--- config.mk ---
export PLATFORM = sky130hd
export DESIGN_NAME = muldiv_ctrl
export DESIGN_NICKNAME = d
export VERILOG_FILES = /design/src/rtl/muldiv_pkg.sv /design/src/rtl/div_iter.sv /design/src/rtl/muldiv_ctrl.sv
export SDC_FILE = /design/constraint.sdc
export NUM_CORES = 2
export LEC_CHECK = 0
export BUFFER_PORTS_ARGS = -buffer_cell sky130_fd_sc_hd__buf_2
export CAP_MARGIN = 20
export CORE_AREA = 2 2 320 322
export CTS_BUF_LIST = sky130_fd_sc_hd__clkbuf_4 sky130_fd_sc_hd__clkbuf_8
export DETAILED_ROUTE_END_ITERATION = 10
export DIE_AREA = 0 0 322 324
export HOLD_SLACK_MARGIN = 0.15
export PLACE_DENSITY_LB_ADDON = 0.3
export SLEW_MARGIN = 40
export SYNTH_ARGS = -nofsm -noshare
export SYNTH_HDL_FRONTEND = slang
export SYNTH_SLANG_ARGS = --single-unit
--- constraint.sdc ---
create_clock -name clk -period 16 [get_ports clk]
set_input_delay 2.4 -clock clk [delete_from_list [all_inputs] [get_ports clk]]
set_output_delay 2.4 -clock clk [all_outputs]
set_load 0.01 [all_outputs]
--- src/rtl/muldiv_pkg.sv ---
// rtl/muldiv_pkg.sv - shared op/state encodings and op-class helpers for the HI/LO sequencer
package muldiv_pkg;

    typedef enum logic [2:0] {
        OP_MULT  = 3'd0,
        OP_MULTU = 3'd1,
        OP_DIV   = 3'd2,
        OP_DIVU  = 3'd3,
        OP_MADD  = 3'd4,
        OP_MADDU = 3'd5,
        OP_MSUB  = 3'd6,
        OP_MSUBU = 3'd7
    } md_op_e;

    typedef enum logic [2:0] {
        S_IDLE = 3'd0,
        S_MUL  = 3'd1,
        S_ACC  = 3'd2,
        S_DIV  = 3'd3,
        S_DONE = 3'd4
    } md_state_e;

    localparam logic [31:0] DIV0_QUOTIENT = 32'hFFFF_FFFF;

    function automatic logic is_signed(input md_op_e op);
        return (op == OP_MULT) || (op == OP_DIV) || (op == OP_MADD) || (op == OP_MSUB);
    endfunction

    function automatic logic is_acc(input md_op_e op);
        return (op == OP_MADD) || (op == OP_MADDU) || (op == OP_MSUB) || (op == OP_MSUBU);
    endfunction

    function automatic logic is_sub(input md_op_e op);
        return (op == OP_MSUB) || (op == OP_MSUBU);
    endfunction

    function automatic logic is_div(input md_op_e op);
        return (op == OP_DIV) || (op == OP_DIVU);
    endfunction

endpackage

--- src/rtl/div_iter.sv ---
// rtl/div_iter.sv - 32-bit unsigned restoring radix-2 divider core, one bit per step
module div_iter (
    input  logic        clk,
    input  logic        resetn,
    input  logic        load_i,
    input  logic        step_i,
    input  logic [31:0] dividend_i,
    input  logic [31:0] divisor_i,
    output logic [31:0] quo_o,
    output logic [31:0] rem_o
);

    logic [31:0] r_quo;
    logic [31:0] r_rem;
    logic [31:0] r_dvs;

    logic [32:0] w_shift;
    logic [32:0] w_diff;
    logic        w_ge;
    logic [31:0] w_quo_nxt;
    logic [31:0] w_rem_nxt;

    // Partial remainder shifted by one dividend bit, then a trial subtract decides the quotient bit
    always_comb begin
        w_shift   = {r_rem, r_quo[31]};
        w_diff    = w_shift - {1'b0, r_dvs};
        w_ge      = ~w_diff[32];
        w_rem_nxt = w_ge ? w_diff[31:0] : w_shift[31:0];
        w_quo_nxt = {r_quo[30:0], w_ge};
    end

    // Outputs show the result of the step being taken this cycle so the caller
    // can capture the final quotient/remainder on the same edge as the last step
    assign quo_o = w_quo_nxt;
    assign rem_o = w_rem_nxt;

    // Load operands, or advance one restoring iteration
    always_ff @(posedge clk or negedge resetn) begin
        if (!resetn) begin
            r_quo <= '0;
            r_rem <= '0;
            r_dvs <= '0;
        end else if (load_i) begin
            r_quo <= dividend_i;
            r_rem <= '0;
            r_dvs <= divisor_i;
        end else if (step_i) begin
            r_quo <= w_quo_nxt;
            r_rem <= w_rem_nxt;
        end
    end

endmodule

--- src/rtl/muldiv_ctrl.sv ---
// rtl/muldiv_ctrl.sv - EX-stage sequencer for multi-cycle MULT/DIV/MADD/MSUB HI/LO ops
module muldiv_ctrl
    import muldiv_pkg::*;
#(
    parameter int MUL_CYCLES = 2,
    parameter int DIV_CYCLES = 32
) (
    input  logic        clk,
    input  logic        resetn,
    input  logic        start_i,
    input  md_op_e      op_i,
    input  logic [31:0] rs_i,
    input  logic [31:0] rt_i,
    input  logic [31:0] hi_i,
    input  logic [31:0] lo_i,
    input  logic        flush_i,
    output logic        stall_o,
    output logic        busy_o,
    output logic        valid_o,
    output logic [1:0]  whilo_o,
    output logic [31:0] hi_o,
    output logic [31:0] lo_o
);

    localparam int CNT_MAX = (MUL_CYCLES > DIV_CYCLES) ? MUL_CYCLES : DIV_CYCLES;
    localparam int CNT_W   = $clog2(CNT_MAX) + 1;

    md_state_e          r_state;
    logic [CNT_W-1:0]   r_cnt;
    md_op_e             r_op;
    logic [31:0]        r_hi_in;
    logic [31:0]        r_lo_in;
    logic               r_neg_q;
    logic               r_neg_r;
    logic               r_valid;
    logic [31:0]        r_hi;
    logic [31:0]        r_lo;
    logic [63:0]        r_pipe [MUL_CYCLES];

    logic               w_idle;
    logic               w_accept;
    logic               w_sgn;
    logic [63:0]        w_a64;
    logic [63:0]        w_b64;
    logic [63:0]        w_prod;
    logic               w_pipe_en;
    logic [63:0]        w_mul_res;
    logic [63:0]        w_acc_res;
    logic [31:0]        w_abs_a;
    logic [31:0]        w_abs_b;
    logic               w_div_load;
    logic               w_div_step;
    logic [31:0]        w_quo;
    logic [31:0]        w_rem;
    logic [31:0]        w_quo_fix;
    logic [31:0]        w_rem_fix;

    // Launch decode: the op is taken straight from the EX inputs in the start cycle
    always_comb begin
        w_idle   = (r_state == S_IDLE);
        w_accept = w_idle & start_i & ~flush_i;
        w_sgn    = is_signed(op_i);
        w_a64    = {{32{w_sgn & rs_i[31]}}, rs_i};
        w_b64    = {{32{w_sgn & rt_i[31]}}, rt_i};
        w_prod   = w_a64 * w_b64;
        w_abs_a  = (w_sgn & rs_i[31]) ? (32'd0 - rs_i) : rs_i;
        w_abs_b  = (w_sgn & rt_i[31]) ? (32'd0 - rt_i) : rt_i;
    end

    // The pipe only advances while a product is in flight, so its last stage
    // still holds this op's product during the S_ACC cycle
    assign w_pipe_en = w_accept | ((r_state == S_MUL) && (r_cnt != '0));
    assign w_mul_res = r_pipe[MUL_CYCLES-1];
    assign w_acc_res = is_sub(r_op) ? ({r_hi_in, r_lo_in} - w_mul_res)
                                    : ({r_hi_in, r_lo_in} + w_mul_res);

    // Multiplier register pipe fed by the combinational product of the launch operands
    always_ff @(posedge clk or negedge resetn) begin
        if (!resetn) begin
            for (int k = 0; k < MUL_CYCLES; k++) r_pipe[k] <= '0;
        end else if (w_pipe_en) begin
            r_pipe[0] <= w_prod;
            for (int k = 1; k < MUL_CYCLES; k++) r_pipe[k] <= r_pipe[k-1];
        end
    end

    assign w_div_load = w_accept & is_div(op_i) & (rt_i != '0);
    assign w_div_step = (r_state == S_DIV);

    div_iter u_div_iter (
        .clk        (clk),
        .resetn     (resetn),
        .load_i     (w_div_load),
        .step_i     (w_div_step),
        .dividend_i (w_abs_a),
        .divisor_i  (w_abs_b),
        .quo_o      (w_quo),
        .rem_o      (w_rem)
    );

    // Signed fix-up: quotient negated on differing signs, remainder follows the dividend
    assign w_quo_fix = r_neg_q ? (32'd0 - w_quo) : w_quo;
    assign w_rem_fix = r_neg_r ? (32'd0 - w_rem) : w_rem;

    // Control FSM: flush wins over everything, results captured on entry to S_DONE
    always_ff @(posedge clk or negedge resetn) begin
        if (!resetn) begin
            r_state <= S_IDLE;
            r_cnt   <= '0;
            r_op    <= OP_MULT;
            r_hi_in <= '0;
            r_lo_in <= '0;
            r_neg_q <= 1'b0;
            r_neg_r <= 1'b0;
            r_valid <= 1'b0;
            r_hi    <= '0;
            r_lo    <= '0;
        end else begin
            r_valid <= 1'b0;
            if (flush_i) begin
                r_state <= S_IDLE;
                r_cnt   <= '0;
            end else begin
                case (r_state)
                    S_IDLE: begin
                        if (start_i) begin
                            r_op    <= op_i;
                            r_hi_in <= hi_i;
                            r_lo_in <= lo_i;
                            r_neg_q <= w_sgn & (rs_i[31] ^ rt_i[31]);
                            r_neg_r <= w_sgn & rs_i[31];
                            if (is_div(op_i)) begin
                                if (rt_i == '0) begin
                                    r_hi    <= rs_i;
                                    r_lo    <= DIV0_QUOTIENT;
                                    r_valid <= 1'b1;
                                    r_state <= S_DONE;
                                end else begin
                                    r_cnt   <= CNT_W'(DIV_CYCLES - 1);
                                    r_state <= S_DIV;
                                end
                            end else begin
                                r_cnt   <= CNT_W'(MUL_CYCLES - 1);
                                r_state <= S_MUL;
                            end
                        end
                    end
                    S_MUL: begin
                        if (r_cnt == '0) begin
                            if (is_acc(r_op)) begin
                                r_state <= S_ACC;
                            end else begin
                                {r_hi, r_lo} <= w_mul_res;
                                r_valid      <= 1'b1;
                                r_state      <= S_DONE;
                            end
                        end else begin
                            r_cnt <= r_cnt - CNT_W'(1);
                        end
                    end
                    S_ACC: begin
                        {r_hi, r_lo} <= w_acc_res;
                        r_valid      <= 1'b1;
                        r_state      <= S_DONE;
                    end
                    S_DIV: begin
                        if (r_cnt == '0) begin
                            r_hi    <= w_rem_fix;
                            r_lo    <= w_quo_fix;
                            r_valid <= 1'b1;
                            r_state <= S_DONE;
                        end else begin
                            r_cnt <= r_cnt - CNT_W'(1);
                        end
                    end
                    S_DONE: begin
                        r_state <= S_IDLE;
                    end
                    default: begin
                        r_state <= S_IDLE;
                    end
                endcase
            end
        end
    end

    // Pipeline hold and result pulse; a flush in S_DONE suppresses the writeback
    always_comb begin
        stall_o = w_accept | (r_state == S_MUL) | (r_state == S_ACC) | (r_state == S_DIV);
        busy_o  = ~w_idle;
        valid_o = r_valid & ~flush_i;
        whilo_o = {2{valid_o}};
    end

    assign hi_o = r_hi;
    assign lo_o = r_lo;

endmodule

# [After elaboration in Yosys (flattened, before gate mapping)]
# Index checks and enable logic that the tools add are counted.
[word_totals] ff_bits=367 mem_bits_ro=0 mem_count=0 latchBits=0 out_inout_bits=69 ramBits=0
[op_classes] n_reduce_logical=23 n_mux=46 n_div=0 mul=1 magnitude_cmp=0 bitwise_logic=16 shift=0 add_sub_neg=8 n_eq_ne=22
[ops] cell="two-way mux 32 bit" count=21
[ops] cell="one-hot mux 32 bit (4 select lines)" count=2
[ops] cell="subtractor 1 x 32 -> 32 bit, first input constant" count=4
[ops] cell="adder 64 bit" count=1
[ops] cell="multiplier 33 x 33 -> 64 bit" count=1
[ops] cell="two-way mux 64 bit" count=1
[ops] cell="subtractor 64 bit" count=1
[ops] cell="subtractor 33 x 32 -> 33 bit" count=1
[ops] cell="zero test 32 bit" count=1
[ops] cell="nonzero test 32 bit" count=1
[ops] cell="two-way mux 6 bit" count=5
[ops] cell="two-way mux 3 bit" count=7
[ops] cell="equality test 3 bit, second input constant" count=6
[ops] cell="equality test 3 x 2 -> 1 bit, second input constant" count=4
[ops] cell="!= test 3 bit, second input constant" count=4
[ops] cell="one-hot mux 3 bit (4 select lines)" count=1
[ops] cell="one-hot mux 6 bit (2 select lines)" count=1
[ops] cell="bitwise AND 1 bit" count=8
[ops] cell="logical OR 1 bit" count=8
[ops] cell="!= test 2 bit, second input constant" count=4
[ops] cell="AND reduction 8 bit" count=1
[ops] cell="two-way mux 1 bit" count=7
[ops] cell="zero test 3 bit" count=2
[ops] cell="zero test 6 bit" count=1
[ops] cell="16 further kinds" count=23

# [Logic depth before layout (Yosys ltp)]
[depth] word_depth=8 ltp_mapped=35

# [Hierarchy]
# From an unflattened synthesis, not the netlist that was laid out.
[hier_totals] hier_cells=7421 hier_area_um2=63467.1
[modules_own_cells] mod="muldiv_ctrl" cells_per_inst=6656 n_inst=1 area_each_um2=56785.7
[modules_own_cells] mod="div_iter" cells_per_inst=765 n_inst=1 area_each_um2=6681.4

# [Least setup slack after synthesis]
# No wires, ideal clock.
[synth_timing] path_type="input port to flip-flop" startpoint="in rs_i[31]" endpoint="reg r_pipe[124] in the netlist's numbering" path_stages=30 path_slack_ns=5.300 arrival_time_ns=10.563 path_cell_list="clkbuf_1 -> nor2b_1 -> clkbuf_1 -> clkbuf_1 -> clkbuf_1 -> nand2_1 -> inv_1 -> fa_1 -> fa_1 -> fa_1 -> inv_1 -> fa_1 -> inv_1 -> fa_1 -> fa_1 -> inv_1 -> fa_1 -> fa_1 -> inv_1 -> ha_1 -> clkbuf_1 -> a21o_1 -> a21o_1 -> a21oi_1 -> nor2_1 -> a311oi_1 -> o21ai_0 -> a21boi_0 -> xor2_1 -> a21oi_1"
[synth_between] elab_chain_cells=2
[synth_lines] element="start, declared" line_no="muldiv_ctrl.sv:12" text="input logic [31:0] rs_i,"
[synth_lines] element="bitwise AND 1 bit" line_no="muldiv_ctrl.sv:63" text="w_a64 = {{32{w_sgn & rs_i[31]}}, rs_i};"
[synth_lines] element="multiplier 33 x 33 -> 64 bit (*)" line_no="muldiv_ctrl.sv:65" text="w_prod = w_a64 * w_b64;"
[synth_lines] element="end, declared" line_no="muldiv_ctrl.sv:38" text="logic [63:0] r_pipe [MUL_CYCLES];"
# Mark *: on every way between the ends. The rest lies on a longest branch, timed or not.
# A chain may end at the register's enable or synchronous reset.

# [Worst setup path after layout]
# Same ends and word-level chain as after synthesis.

==> impl_metrics.toml <==
[cells_and_area]
fillCellCount = 8397
final_area_mm2 = 0.0664
final_nets = 8840
area_growth_pct = 5.10
layout-drive-gt1-share_pct = 6.42
multi_input_area_mm2 = 0.0478
ff_latch_area_mm2 = 0.00916
utilization_pct = 65.7

[die]
core.rowCount = 117
core_area_mm2 = 0.101
dieArea_mm2 = 0.104
die_w_um = 322
io_pins = 204
die_h_um = 324
initial_utilization_pct = 62.6

[yosys]
synth_top_flop_cell = "dfrtp_1"
synth.ff_latch_count = 366
synth_top_family_by_area = "adder cells"
synth-simple-area-share_pct = 17.5
synthesis.nets = 8943
avgSynthCellArea_um2 = 8.58
synth-xor-area-share_pct = 4.50
muxShareOfSynthArea_pct = 0.600
synthAdderAreaFrac_pct = 41.9
ys_seq_area_share_pct = 14.5
yosysUniqueCellTypes = 94
syn_area_mm2 = 0.0632
synth_compound_area_share_pct = 10.9
synth_edf_count = 0
async_reset_ff_share_pct = 100
yosys_warnings = 0
syn_inst = 7366

[min_path]
hold_depth = 2
hp-class = "flip-flop to flip-flop"
hold_path_end = "r_pipe[68]"
hp-start = "r_pipe[68]"

[critical_path]
worstPathMaxFanout = 24
slowest_stage = "fa_1"
max_stage_delay_ns = 1.14
startpoint_type = "primary input"
path_buf_inv = 6
cp_data_required_time_ns = 16.58
arrival_ns = 11.31
rr_startpoint = "u_div_iter.r_quo[31]"
end_kind = "flip-flop"
path_class = "primary input to flip-flop"
crit_top_cell = "fa_1"
crit_family = "adder cells"
timing.rr.end = "hi_o[16]"
r2r_cells = 23
rrSetupSlack_ns = 8.88

[sta]
fmaxAchievable_ghz = 0.0931
hold_violations = 0
fin_skew_ns = 0.0666
slew_headroom_pct = 41.9
setup_viol = 0
drv_slew = 0
rsz0062_at_grt = "no"
timing.final.crit_share_pct = 67.1
period_needed_ns = 10.74
tns_ns = 0
worstMarginPinSlew_ns = 0.869
whs_ns = 0.471

[clocking]
postCtsSetupRepairBufs = 0
cts.repair.resized = 0
cts_num_sinks = 366
ctsRootBufferMaster = "clkbuf_8"
htreeDepth = 2
cts_hold_buf = 0
cts_tree = "built"
clockBufferDepth = 3
cts.clk_slew.worst_paths_ns = 0.08
clk_latency_ns = 0.73
cts_inserted_buffers = 59

[placement]
place_congestion = 1.04
place_hpwl_um = 160000
placedInstanceArea_mm2 = 0.0649
portBuffers = 203

[detailed_routing]
route.detailed.drc = 0
vias_per_cell = 6.14
wl_um = 208000
first_iter_violations = 5520
wl_per_cell_um = 24.1
ant_nets = 0
vias = 52900
firstDrtPassIters = 8

[grt]
track_usage_pct = 40.7
antenna_found_initial = 10
grt-ovfl-total = 0
grt_pass1_wl_um = 319000
grt_pass1_vias = 54700
grt_max_degree = 104

[run]
maxCapViolCount = 0

[run_status]
outcome = "completed"
## layout make-up
class | instances | share of cell area [%]
Clock inverter | 24 | 0.618
Clock buffer | 82 | 1.61
Timing Repair Buffer | 293 | 2.70
Antenna cell | 3 | 0.0113
Multi-Input combinational cell | 5332 | 71.9
Tap cell | 1309 | 2.47
Inverter | 1211 | 6.84
Sequential cell | 366 | 13.8
## metrics by stage
stage	std cells	worst slack, ns
2_1_floorplan	7366	5.30
6_report	8620	5.26
5_1_grt	8619	4.81
4_1_cts	8616	5.26
3_3_place_gp	8508	4.58
3_5_place_dp	8510	4.50
## synthesized netlist by cell type (all sizes together) (23+ instances only)
master | n | area, µm²
a211oi | 23 | 173
a21o | 104 | 781
a21oi | 270 | 1360
a221o | 30 | 300
a31oi | 48 | 300
and2 | 323 | 2020
and3 | 33 | 206
buf | 107 | 482
clkbuf | 350 | 1310
dfrtp | 366 | 9160
fa | 1127 | 22600
ha | 315 | 3940
inv | 1210 | 4540
mux2i | 30 | 300
nand2 | 1416 | 5320
nand2b | 30 | 188
nand3 | 75 | 375
nand4 | 25 | 156
nor2 | 317 | 1210
nor2b | 26 | 163
nor3 | 66 | 330
nor4 | 26 | 175
o21a | 33 | 248
o21ai | 294 | 1480
o31ai | 45 | 343
or3 | 45 | 287
or4 | 24 | 199
xnor2 | 186 | 1630
xor2 | 139 | 1220
## cell usage in the layout, fill, tap and decap left out, types with 21 or more instances in the layout
master       n
a31oi_1     47
inv_1     1208
a221oi_1    21
a221o_1     30
a21oi_1    267
nand2_1   1412
buf_4       92
o21a_1      33
nor2_1     311
nand2b_1    29
a21o_1     104
or3_1       44
nand3_1     75
xor2_1     139
and2_1     322
buf_2      195
dfrtp_1    365
a211oi_1    23
and3_1      33
fa_1      1126
nor4_1      23
clkbuf_8    73
o21ai_0    286
nor2b_1     25
nand4_1     25
xnor2_1    186
mux2i_1     30
o31ai_1     43
nor3_1      66
ha_1       315
## worst min-delay path: stages, from the launching register on
cell     delay, ns
dfrtp_1       0.35
nand2_1       0.05
nand2_1       0.05
## worst max-delay path by stage
stage                   from           to  slack (ns)  cells after the start
finish              rs_i[31]  r_pipe[124]        5.26                     26
floorplan           rs_i[31]  r_pipe[124]        5.30                     30
global placement    rs_i[31]  r_pipe[124]        4.58                     26
global route        rs_i[31]  r_pipe[124]        4.81                     26
detailed placement  rs_i[31]  r_pipe[124]        4.50                     26
CTS                 rs_i[31]  r_pipe[124]        5.26                     26
## cell families (layout without fill, tap and decap cells)
kind of cell / count (synthesis) / count (layout)
and+or+nand+nor: 2458 / 2458
buffers and inverters: 1668 / 1610
adders and majority gates: 1442 / 1442
AOI/OAI and AO/OA: 1070 / 1070
DFF: 366 / 366
xor gates and xnor gates: 325 / 325
muxes: 37 / 37
other: 0 / 3
## metal layers
| layer | GRT usage, % | wire length [µm] | up-vias |
|---|---|---|---|
| met3 | 9.51 | 22600 | 741 |
| met4 | 25.1 | 15300 | 2 |
| met5 | 0 | 15 | - |
| li1 | - | - | 22800 |
| met2 | 64.9 | 95100 | 3025 |
| met1 | 50.5 | 74600 | 26300 |
Power is not shown: default switching activity piles up to over one toggle a cycle in this logic, so the estimate is an artifact.
